### config.mk
export PLATFORM = sky130hd
export DESIGN_NAME = even_count_monitor
export DESIGN_NICKNAME = d
export VERILOG_FILES = /design/src/rtl/even_count_monitor.sv
export SDC_FILE = /design/constraint.sdc
export NUM_CORES = 1
export LEC_CHECK = 0
export BUFFER_PORTS_ARGS = -buffer_cell sky130_fd_sc_hd__buf_2
export CAP_MARGIN = 20
export CORE_MARGIN = 2
export CORE_UTILIZATION = 42
export CTS_BUF_LIST = sky130_fd_sc_hd__clkbuf_4 sky130_fd_sc_hd__clkbuf_8 sky130_fd_sc_hd__clkbuf_16
export DETAILED_ROUTE_END_ITERATION = 8
export HOLD_SLACK_MARGIN = 0.03
export PLACE_DENSITY = 0.74
export SYNTH_ARGS = -nofsm -noshare
export SYNTH_HDL_FRONTEND = slang
export SYNTH_SLANG_ARGS = --single-unit
### constraint.sdc
create_clock -name clock -period 2.5 [get_ports clock]
set_clock_uncertainty 0.05 [all_clocks]
set_input_delay 0.5 -clock clock [delete_from_list [all_inputs] [get_ports clock]]
set_output_delay 0.5 -clock clock [all_outputs]
set_load 0.03 [all_outputs]
### src/rtl/even_count_monitor.sv
// even_count_monitor: checks an even up/down counter steps by +/-2 mod 16.
// Optional saturating error counter built when MON_ERRCNT_EN is defined.
module even_count_monitor #(
  parameter int LOCK_CNT = 3,
  parameter int ERR_W    = 8
) (
  input  logic             clock,
  input  logic             reset,
  input  logic             A,
  input  logic             B,
  input  logic             C,
  input  logic             D,
  input  logic             Y,
  input  logic             en,
  output logic             locked,
  output logic             err,
  output logic             odd_seen,
  output logic [ERR_W-1:0] err_count
);

  typedef enum logic [1:0] {
    IDLE,
    SEARCH,
    LOCKED,
    ERROR
  } state_t;

  localparam logic [3:0] LOCK_N = 4'(LOCK_CNT);

  state_t     state_q, state_d;
  logic [3:0] prev_q, prev_d;
  logic       prev_y_q, prev_y_d;
  logic [3:0] good_cnt_q, good_cnt_d;
  logic       locked_q, locked_d;
  logic       err_q, err_d;
  logic       odd_q, odd_d;

  logic [3:0] cur;
  logic [3:0] exp_val;
  logic [3:0] cnt_inc;
  logic       good;

  // Step check: the counter moved by exactly 2 in the last commanded direction.
  always_comb begin
    cur     = {A, B, C, D};
    exp_val = prev_y_q ? prev_q + 4'd2 : prev_q - 4'd2;
    good    = (cur == exp_val) && !D;
    cnt_inc = (good_cnt_q == 4'hF) ? 4'hF : good_cnt_q + 4'd1;
  end

  // Next-state, sample history and registered outputs.
  always_comb begin
    state_d    = state_q;
    prev_d     = prev_q;
    prev_y_d   = prev_y_q;
    good_cnt_d = good_cnt_q;
    locked_d   = locked_q;
    err_d      = 1'b0;
    odd_d      = odd_q;
    if (en) begin
      prev_d   = cur;
      prev_y_d = Y;
      odd_d    = odd_q | D;
      case (state_q)
        IDLE: begin
          state_d    = SEARCH;
          good_cnt_d = 4'd0;
        end
        SEARCH: begin
          if (good) begin
            good_cnt_d = cnt_inc;
            if (cnt_inc >= LOCK_N) begin
              state_d  = LOCKED;
              locked_d = 1'b1;
            end
          end else begin
            good_cnt_d = 4'd0;
          end
        end
        LOCKED: begin
          if (!good) begin
            state_d  = ERROR;
            locked_d = 1'b0;
            err_d    = 1'b1;
          end
        end
        ERROR: begin
          state_d    = SEARCH;
          good_cnt_d = good ? 4'd1 : 4'd0;
        end
        default: begin
          state_d  = IDLE;
          locked_d = 1'b0;
        end
      endcase
    end
  end

  // State and history registers.
  always_ff @(posedge clock or posedge reset) begin
    if (reset) begin
      state_q    <= IDLE;
      prev_q     <= 4'd0;
      prev_y_q   <= 1'b0;
      good_cnt_q <= 4'd0;
      locked_q   <= 1'b0;
      err_q      <= 1'b0;
      odd_q      <= 1'b0;
    end else begin
      state_q    <= state_d;
      prev_q     <= prev_d;
      prev_y_q   <= prev_y_d;
      good_cnt_q <= good_cnt_d;
      locked_q   <= locked_d;
      err_q      <= err_d;
      odd_q      <= odd_d;
    end
  end

  assign locked   = locked_q;
  assign err      = err_q;
  assign odd_seen = odd_q;

`ifdef MON_ERRCNT_EN
  logic [ERR_W-1:0] err_cnt_q, err_cnt_d;

  // Saturating tally of error pulses, counted on the edge the pulse appears.
  always_comb begin
    err_cnt_d = err_cnt_q;
    if (err_d && (err_cnt_q != {ERR_W{1'b1}})) begin
      err_cnt_d = err_cnt_q + ERR_W'(1);
    end
  end

  // Error counter register.
  always_ff @(posedge clock or posedge reset) begin
    if (reset) begin
      err_cnt_q <= '0;
    end else begin
      err_cnt_q <= err_cnt_d;
    end
  end

  assign err_count = err_cnt_q;
`else
  assign err_count = '0;
`endif

endmodule

==> flow_summary.yaml, run 1 <==
run_status:
  outcome: "finished, final reports clean"
clocking:
  cts.sinks: 14
  insertion_delay_ps: 290
  cts_buffers: 3
  cts_resized: 0
  cts_buffer_depth: 2
  cts_root_buf: "clkbuf_4"
  htree_levels: 1
  hold_buffers: 0
  cts_setup_buffers: 0
  clk_pin_slew_ps: 90
  cts_tree: "yes"
synth:
  yosysSeqAreaShare_pct: 40.35
  synthFlopType: "dfrtp_1"
  synth_fa_ha_area_share_pct: 9.510
  syn_inst: 83
  ys_warn_count: 0
  synth_top_family_by_area: "compound AO/OA/AOI/OAI gates"
  synth-edff-count: 0
  synth_compound_area_share_pct: 15.71
  yosys.area.top_type: "dfrtp_1"
  synth_area_leaders: "dfrtp_1, ha_1, buf_4"
  netlist_area_sq_um: 868.3
  synth_xor_area_share_pct: 5.908
  synth_simple_gate_area_share_pct: 10.66
  ys_seq_elements: 14
  async_flop_share_pct: 100.0
  synth.avg_cell_area_sq_um: 10.46
  muxShareOfSynthArea_pct: 7.493
  synth.distinct_cells: 35
  yosys.area.top_type_share_pct: 40.35
global_route:
  gr-usage-all-layers_pct: 13.78
  grt_max_degree: 15
  grt_pass1_vias: 618
  grt_antenna_before_repair: 0
  gr-total-overflow: 0
  grt_pass1_wl_um: 2559
floorplan:
  ioPinCount: 19
  core-area_sq_mm: 0.001962
  die_y_um: 49.47
  row_count: 16
  die-area_sq_mm: 0.002447
  die_w_um: 49.47
  floorplan.initialDensity_pct: 44.26
timing:
  setup_tns_ps: 0
  period_share_pct: 90.37
  hold_viol: 0
  whs_ps: 187.1
  slew_violations: 0
  tightestPinTransition_ps: 546.0
  timing.fmax_mhz: 442.6
  setup_viol: 0
  maxSlewHeadroom_pct: 63.56
  period_minus_slack_ps: 2259
  grt_setup_unrepaired: "no"
setup_path:
  path_cells: "fa_1, xor2_1, or4_4, nor3b_1, nand3b_2, mux2i_1"
  crit_buf_inv: 0
  worst_r2r_path_depth: 6
  start_kind: "flip-flop"
  path_class: "flip-flop to flip-flop"
  cpPeakStageDelay_ps: 510
  cp.required_ps: 2660
  worstReg2RegEnd: "state_q[0]"
  crit_path_end_kind: "flip-flop"
  r2r-start: "prev_q[1]"
  rrSetupSlack_ps: 240
  crit_fanout: 5
  cp_top_family: "simple AND/OR/NAND/NOR gates"
  worstPathArrival_ps: 2420
  crit_slowest_cell: "or4_4"
pwr:
  power.density_mw_per_mm2: 778.1
  p_clk_share_pct: 22.6
  leakage_nw: 0.4353
  power_frac_seq_pct: 39.6
  switching_share_pct: 37.24
  p_sw_mw: 0.2755
  intPower_mw: 0.4644
  share_comb_of_total_power_pct: 37.8
  peakVddDrop_mv: 0.4165
cells_and_area:
  multiInputGateArea_sq_um: 457.9
  num_antenna_cells: 0
  stdcell_area_sq_um: 950.9
  register_area_sq_um: 350.3
  num-fill-cells: 205
  drive_gt1_share_pct: 24.21
  nNetsFinal: 110
  syn_to_final_growth_pct: 9.510
detailed_routing:
  top_layer: "met4"
  wl_met1_um: 594
  vias_per_cell: 4.910
  vias: 599
  drcViolationCount: 0
  antenna_left: 0
  routed_wl_um: 1422
  wl_per_cell_um: 11.66
  dr.pass1.iters: 4
  dr_wl_met3_um: 95
  drtIter0Drc: 21
  wl_met2_um: 711
place:
  placed_area_sq_um: 914.6
  gp_congestion: 0.8493
  dp_hpwl_um: 1067
  io_buffer_count: 10
job:
  cap_violations: 0
min_path:
  hold_path.class: "input pin to asynchronous set/reset pin"
power groups by stage:
| stage | Clock [mW] | Sequential [mW] | Combinational, mW |
|---|---|---|---|
| 2_1_floorplan | 0 | 0.314 | 0.216 |
| 3_3_place_gp | 0 | 0.295 | 0.276 |
| 3_5_place_dp | 0 | 0.297 | 0.284 |
| 4_1_cts | 0.174 | 0.293 | 0.283 |
| 5_1_grt | 0.182 | 0.300 | 0.314 |
| 6_report | 0.167 | 0.293 | 0.280 |
cells in the final DEF, fill, tap and decap left out, drive strengths merged, types with 2 or more instances in the layout:
master,count
mux2,4
a21o,2
xnor2,4
ha,5
buf,10
mux2i,2
clkbuf,4
nand2,6
nor2,2
a21oi,4
o21ai,5
dfrtp,14
o211ai,2
nand3b,2
conb,8
inv,6
metrics by stage:
| step | worst slack (ps) | std cells | utilization [%] | power [mW] |
|---|---|---|---|---|
| after floorplan | 353.0 | 90 | - | 0.5302 |
| after global routing | 126.2 | 122 | 48.47 | 0.7956 |
| after detailed placement | 260.4 | 118 | 46.62 | 0.5808 |
| after global placement | 273.8 | 118 | 46.62 | 0.5709 |
| after CTS | 225.9 | 122 | 48.47 | 0.7500 |
| final | 240.8 | 122 | 48.47 | 0.7399 |
worst max path at each step:
| stage | startpoint | to | slack [ps] | cells past startpoint |
|---|---|---|---|---|
| floorplan | prev_q[1] | state_q[0] | 350 | 6 |
| global placement | prev_q[1] | state_q[0] | 270 | 6 |
| detailed placement | prev_q[1] | state_q[0] | 260 | 6 |
| CTS | prev_q[1] | state_q[0] | 230 | 6 |
| global route | prev_q[1] | state_q[0] | 130 | 6 |
| finish | prev_q[1] | state_q[0] | 240 | 6 |
flip-flops by register name, indices dropped and copies added (netlist names):
register and cells:
err 1, good_cnt_q 4, locked 1, odd_seen 1, prev_q 4, prev_y_q 1, state_q 2
layout make-up:
class                   count  area share [%]
flip-flops and latches     14           36.84
multi-input cells          61           48.16
repair buffers             10           5.263
clock buffers               4           3.816
well taps                  27           3.553
inverters                   6           2.368
Yosys cell counts (2+ instances only):
library cell and count:
dfrtp_1 14, buf_4 8, inv_1 6, nand2_1 6
ha_1 5, a21oi_1 4, mux2_2 4, o21ai_0 4
xnor2_1 3, a21o_1 2, mux2i_1 2, o211ai_1 2
worst register-to-register path, stage by stage, from the launching register on:
cell and delay, ps:
dfrtp_1 420, fa_1 500, xor2_1 150, or4_4 510
nor3b_1 180, nand3b_2 170, mux2i_1 200
routing by layer:
metal  global-route usage (%)  vias to the layer above
li1                         -                      295
met1                    15.95                      277
met2                    22.07                       23
met3                    6.061                        4
met4                    6.019                        0
met5                        0                        -
kinds of logic after synthesis:
| kind of cell | after synthesis |
|---|---|
| AOI/OAI and AO/OA | 20 |
| and+or+nand+nor | 16 |
| buffers and inverters | 15 |
| DFF | 14 |
| adders and majority gates | 6 |
| muxes | 6 |
| xor gates and xnor gates | 5 |
| other | 1 |
Power figures use the tool's default switching activity.
==> run 2: changes to the inputs <==
--- a/config.mk
+++ b/config.mk
@@ -5,6 +5,7 @@
 export SDC_FILE = /design/constraint.sdc
 export NUM_CORES = 1
 export LEC_CHECK = 0
+export ABC_AREA = 1
 export BUFFER_PORTS_ARGS = -buffer_cell sky130_fd_sc_hd__buf_2
 export CAP_MARGIN = 20
 export CORE_MARGIN = 2
@@ -12,7 +13,7 @@
 export CTS_BUF_LIST = sky130_fd_sc_hd__clkbuf_4 sky130_fd_sc_hd__clkbuf_8 sky130_fd_sc_hd__clkbuf_16
 export DETAILED_ROUTE_END_ITERATION = 8
 export HOLD_SLACK_MARGIN = 0.03
-export PLACE_DENSITY = 0.74
+export PLACE_DENSITY = 0.73
 export SYNTH_ARGS = -nofsm -noshare
 export SYNTH_HDL_FRONTEND = slang
 export SYNTH_SLANG_ARGS = --single-unit
==> flow_summary.yaml, run 2 <==
run_status:
  outcome: "finished, final reports clean"
global_route:
  gr-total-overflow: 0
  grt_pass1_wl_um: 3222
  grt_pass1_vias: 774
  gr-usage-all-layers_pct: 16.02
  grt_antenna_before_repair: 0
  grt_max_degree: 15
detailed_routing:
  antenna_left: 0
  drtIter0Drc: 17
  vias_per_cell: 4.805
  vias: 812
  wl_per_cell_um: 10.45
  drcViolationCount: 0
  dr.pass1.iters: 4
  routed_wl_um: 1766
place:
  dp_hpwl_um: 1409
  place_inst: 165
  placed_area_sq_mm: 0.001025
  pre_cts_slack_ps: 646.5
  gp_congestion: 0.8627
  io_buffer_count: 10
synth:
  yosys.area.top_type_share_pct: 35.71
  ys_seq_elements: 14
  ys_warn_count: 0
  synth.distinct_cells: 22
  synthFlopType: "dfrtp_1"
  synth.most_common_cell: "nand2_1"
  synth_area_leaders: "dfrtp_1, nand2_1, inv_1"
  synth.avg_cell_area_sq_um: 7.604
  netlist_area_sq_um: 980.9
  async_flop_share_pct: 100.0
  yosysSeqAreaShare_pct: 35.71
  yosys.area.top_type: "dfrtp_1"
  synth-edff-count: 0
  ys_top_cells_by_count: "nand2_1, inv_1, dfrtp_1"
  syn_inst: 129
clocking:
  cts_root_buf: "clkbuf_4"
  cts_setup_buffers: 0
  cts_buffer_depth: 2
  cts_tree: "yes"
  cts.sinks: 14
  cts_resized: 0
  hold_buffers: 0
  clk_pin_slew_ps: 90
  cts_buffers: 3
  htree_levels: 1
  insertion_delay_ps: 280
setup_path:
  crit_fanout: 5
  crit_path_end_kind: "flip-flop"
  worstPathArrival_ps: 2010
  path_class: "flip-flop to flip-flop"
  cp.required_ps: 2630
  start_kind: "flip-flop"
timing:
  grt_setup_unrepaired: "no"
  hold_viol: 0
  setup_tns_ps: 0
  timing.fmax_mhz: 533.5
  period_minus_slack_ps: 1875
  period_share_pct: 74.98
  setup_ws_ps: 625.5
  whs_ps: 195.6
  tightestPinTransition_ps: 548.9
  setup_viol: 0
  slew_violations: 0
  maxSlewHeadroom_pct: 63.37
floorplan:
  die_y_um: 52.33
  die-area_sq_mm: 0.002738
  die_w_um: 52.33
  ioPinCount: 19
  core-area_sq_mm: 0.002212
  row_count: 17
  floorplan.initialDensity_pct: 44.34
pwr:
  p_clk_share_pct: 20.0
  intPower_mw: 0.4809
  switching_share_pct: 42.59
  peakVddDrop_mv: 0.5824
  total_power_mw: 0.8376
  p_sw_mw: 0.3568
  leakage_nw: 0.5882
  share_comb_of_total_power_pct: 44.3
  power_frac_seq_pct: 35.6
  power.density_mw_per_mm2: 789.5
cells_and_area:
  drive_gt1_share_pct: 20.57
  nNetsFinal: 156
  syn_to_final_growth_pct: 8.163
  fin_cells: 169
  final_common_cell: "nand2_1"
  num-fill-cells: 231
  register_area_sq_um: 350.3
  top_regs: "good_cnt_q: 4 flops, prev_q: 4 flops, state_q: 2 flops"
  stdcell_area_sq_mm: 0.001061
  final_util_pct: 47.96
  multiInputGateArea_sq_um: 503.0
  num_antenna_cells: 0
  layout_common_cells: "nand2_1, inv_1, dfrtp_1, buf_2, nor2_1"
job:
  cap_violations: 0
min_path:
  hold_path.class: "input pin to asynchronous set/reset pin"
[run 2: final timing paths]
| path | to | cells after the start | startpoint | slack, ps |
|---|---|---|---|---|
| worst max-delay path | state_q[1] | 11 | prev_q[1] | 630 |
| worst min-delay path | good_cnt_q[1] | 2 | reset | 200 |
| worst max register to register | state_q[1] | 11 | prev_q[1] | 630 |
| worst min register to register | odd_seen | 2 | odd_seen | 430 |
| max in group asynchronous | prev_q[1] | 2 | reset | 1840 |
| min in group clock | prev_y_q | 3 | Y | 380 |
[run 2: cell type report]
cell class / instances / area share, %
multi-input cells: 90 / 47.41
clock buffers: 4 / 3.420
flip-flops and latches: 14 / 33.02
repair buffers: 10 / 4.717
inverters: 23 / 8.137
well taps: 28 / 3.302
[run 2: cell families (layout without fill, tap and decap cells)]
group / Yosys count / count (layout) / share of synthesized area [%]
adders and majority gates: 6 / 6 / 8.418
and+or+nand+nor: 62 / 62 / 31.76
other: 1 / 8 / 0.3823
DFF: 14 / 14 / 35.71
buffers and inverters: 32 / 37 / 15.69
AOI/OAI and AO/OA: 14 / 14 / 8.035
[run 2: per-layer routing]
layer,GRT usage [%],vias to the layer above,wire length [um]
met1,20.40,370,796
met3,2.286,8,98
li1,-,408,-
met4,10.68,0,60
met2,25.00,26,810
met5,0,-,0
[run 2: worst max-delay path, stage by stage, from the launching register on]
cell and delay (ps):
dfrtp_1 420, fa_1 470, nand2_1 100, inv_1 40, nor2_1 120, nand2_2 80, nand2_4 90, nand2_4 60
nand2_4 80, nand2_2 50, o21ai_1 130, nand2_1 70
[run 2: power by group through the flow]
| stage | Sequential, mW | Clock [mW] | Combinational (mW) |
|---|---|---|---|
| floorplan | 0.321 | 0 | 0.286 |
| global placement | 0.300 | 0 | 0.362 |
| detailed placement | 0.304 | 0 | 0.370 |
| CTS | 0.299 | 0.172 | 0.372 |
| global route | 0.307 | 0.184 | 0.418 |
| finish | 0.299 | 0.168 | 0.371 |
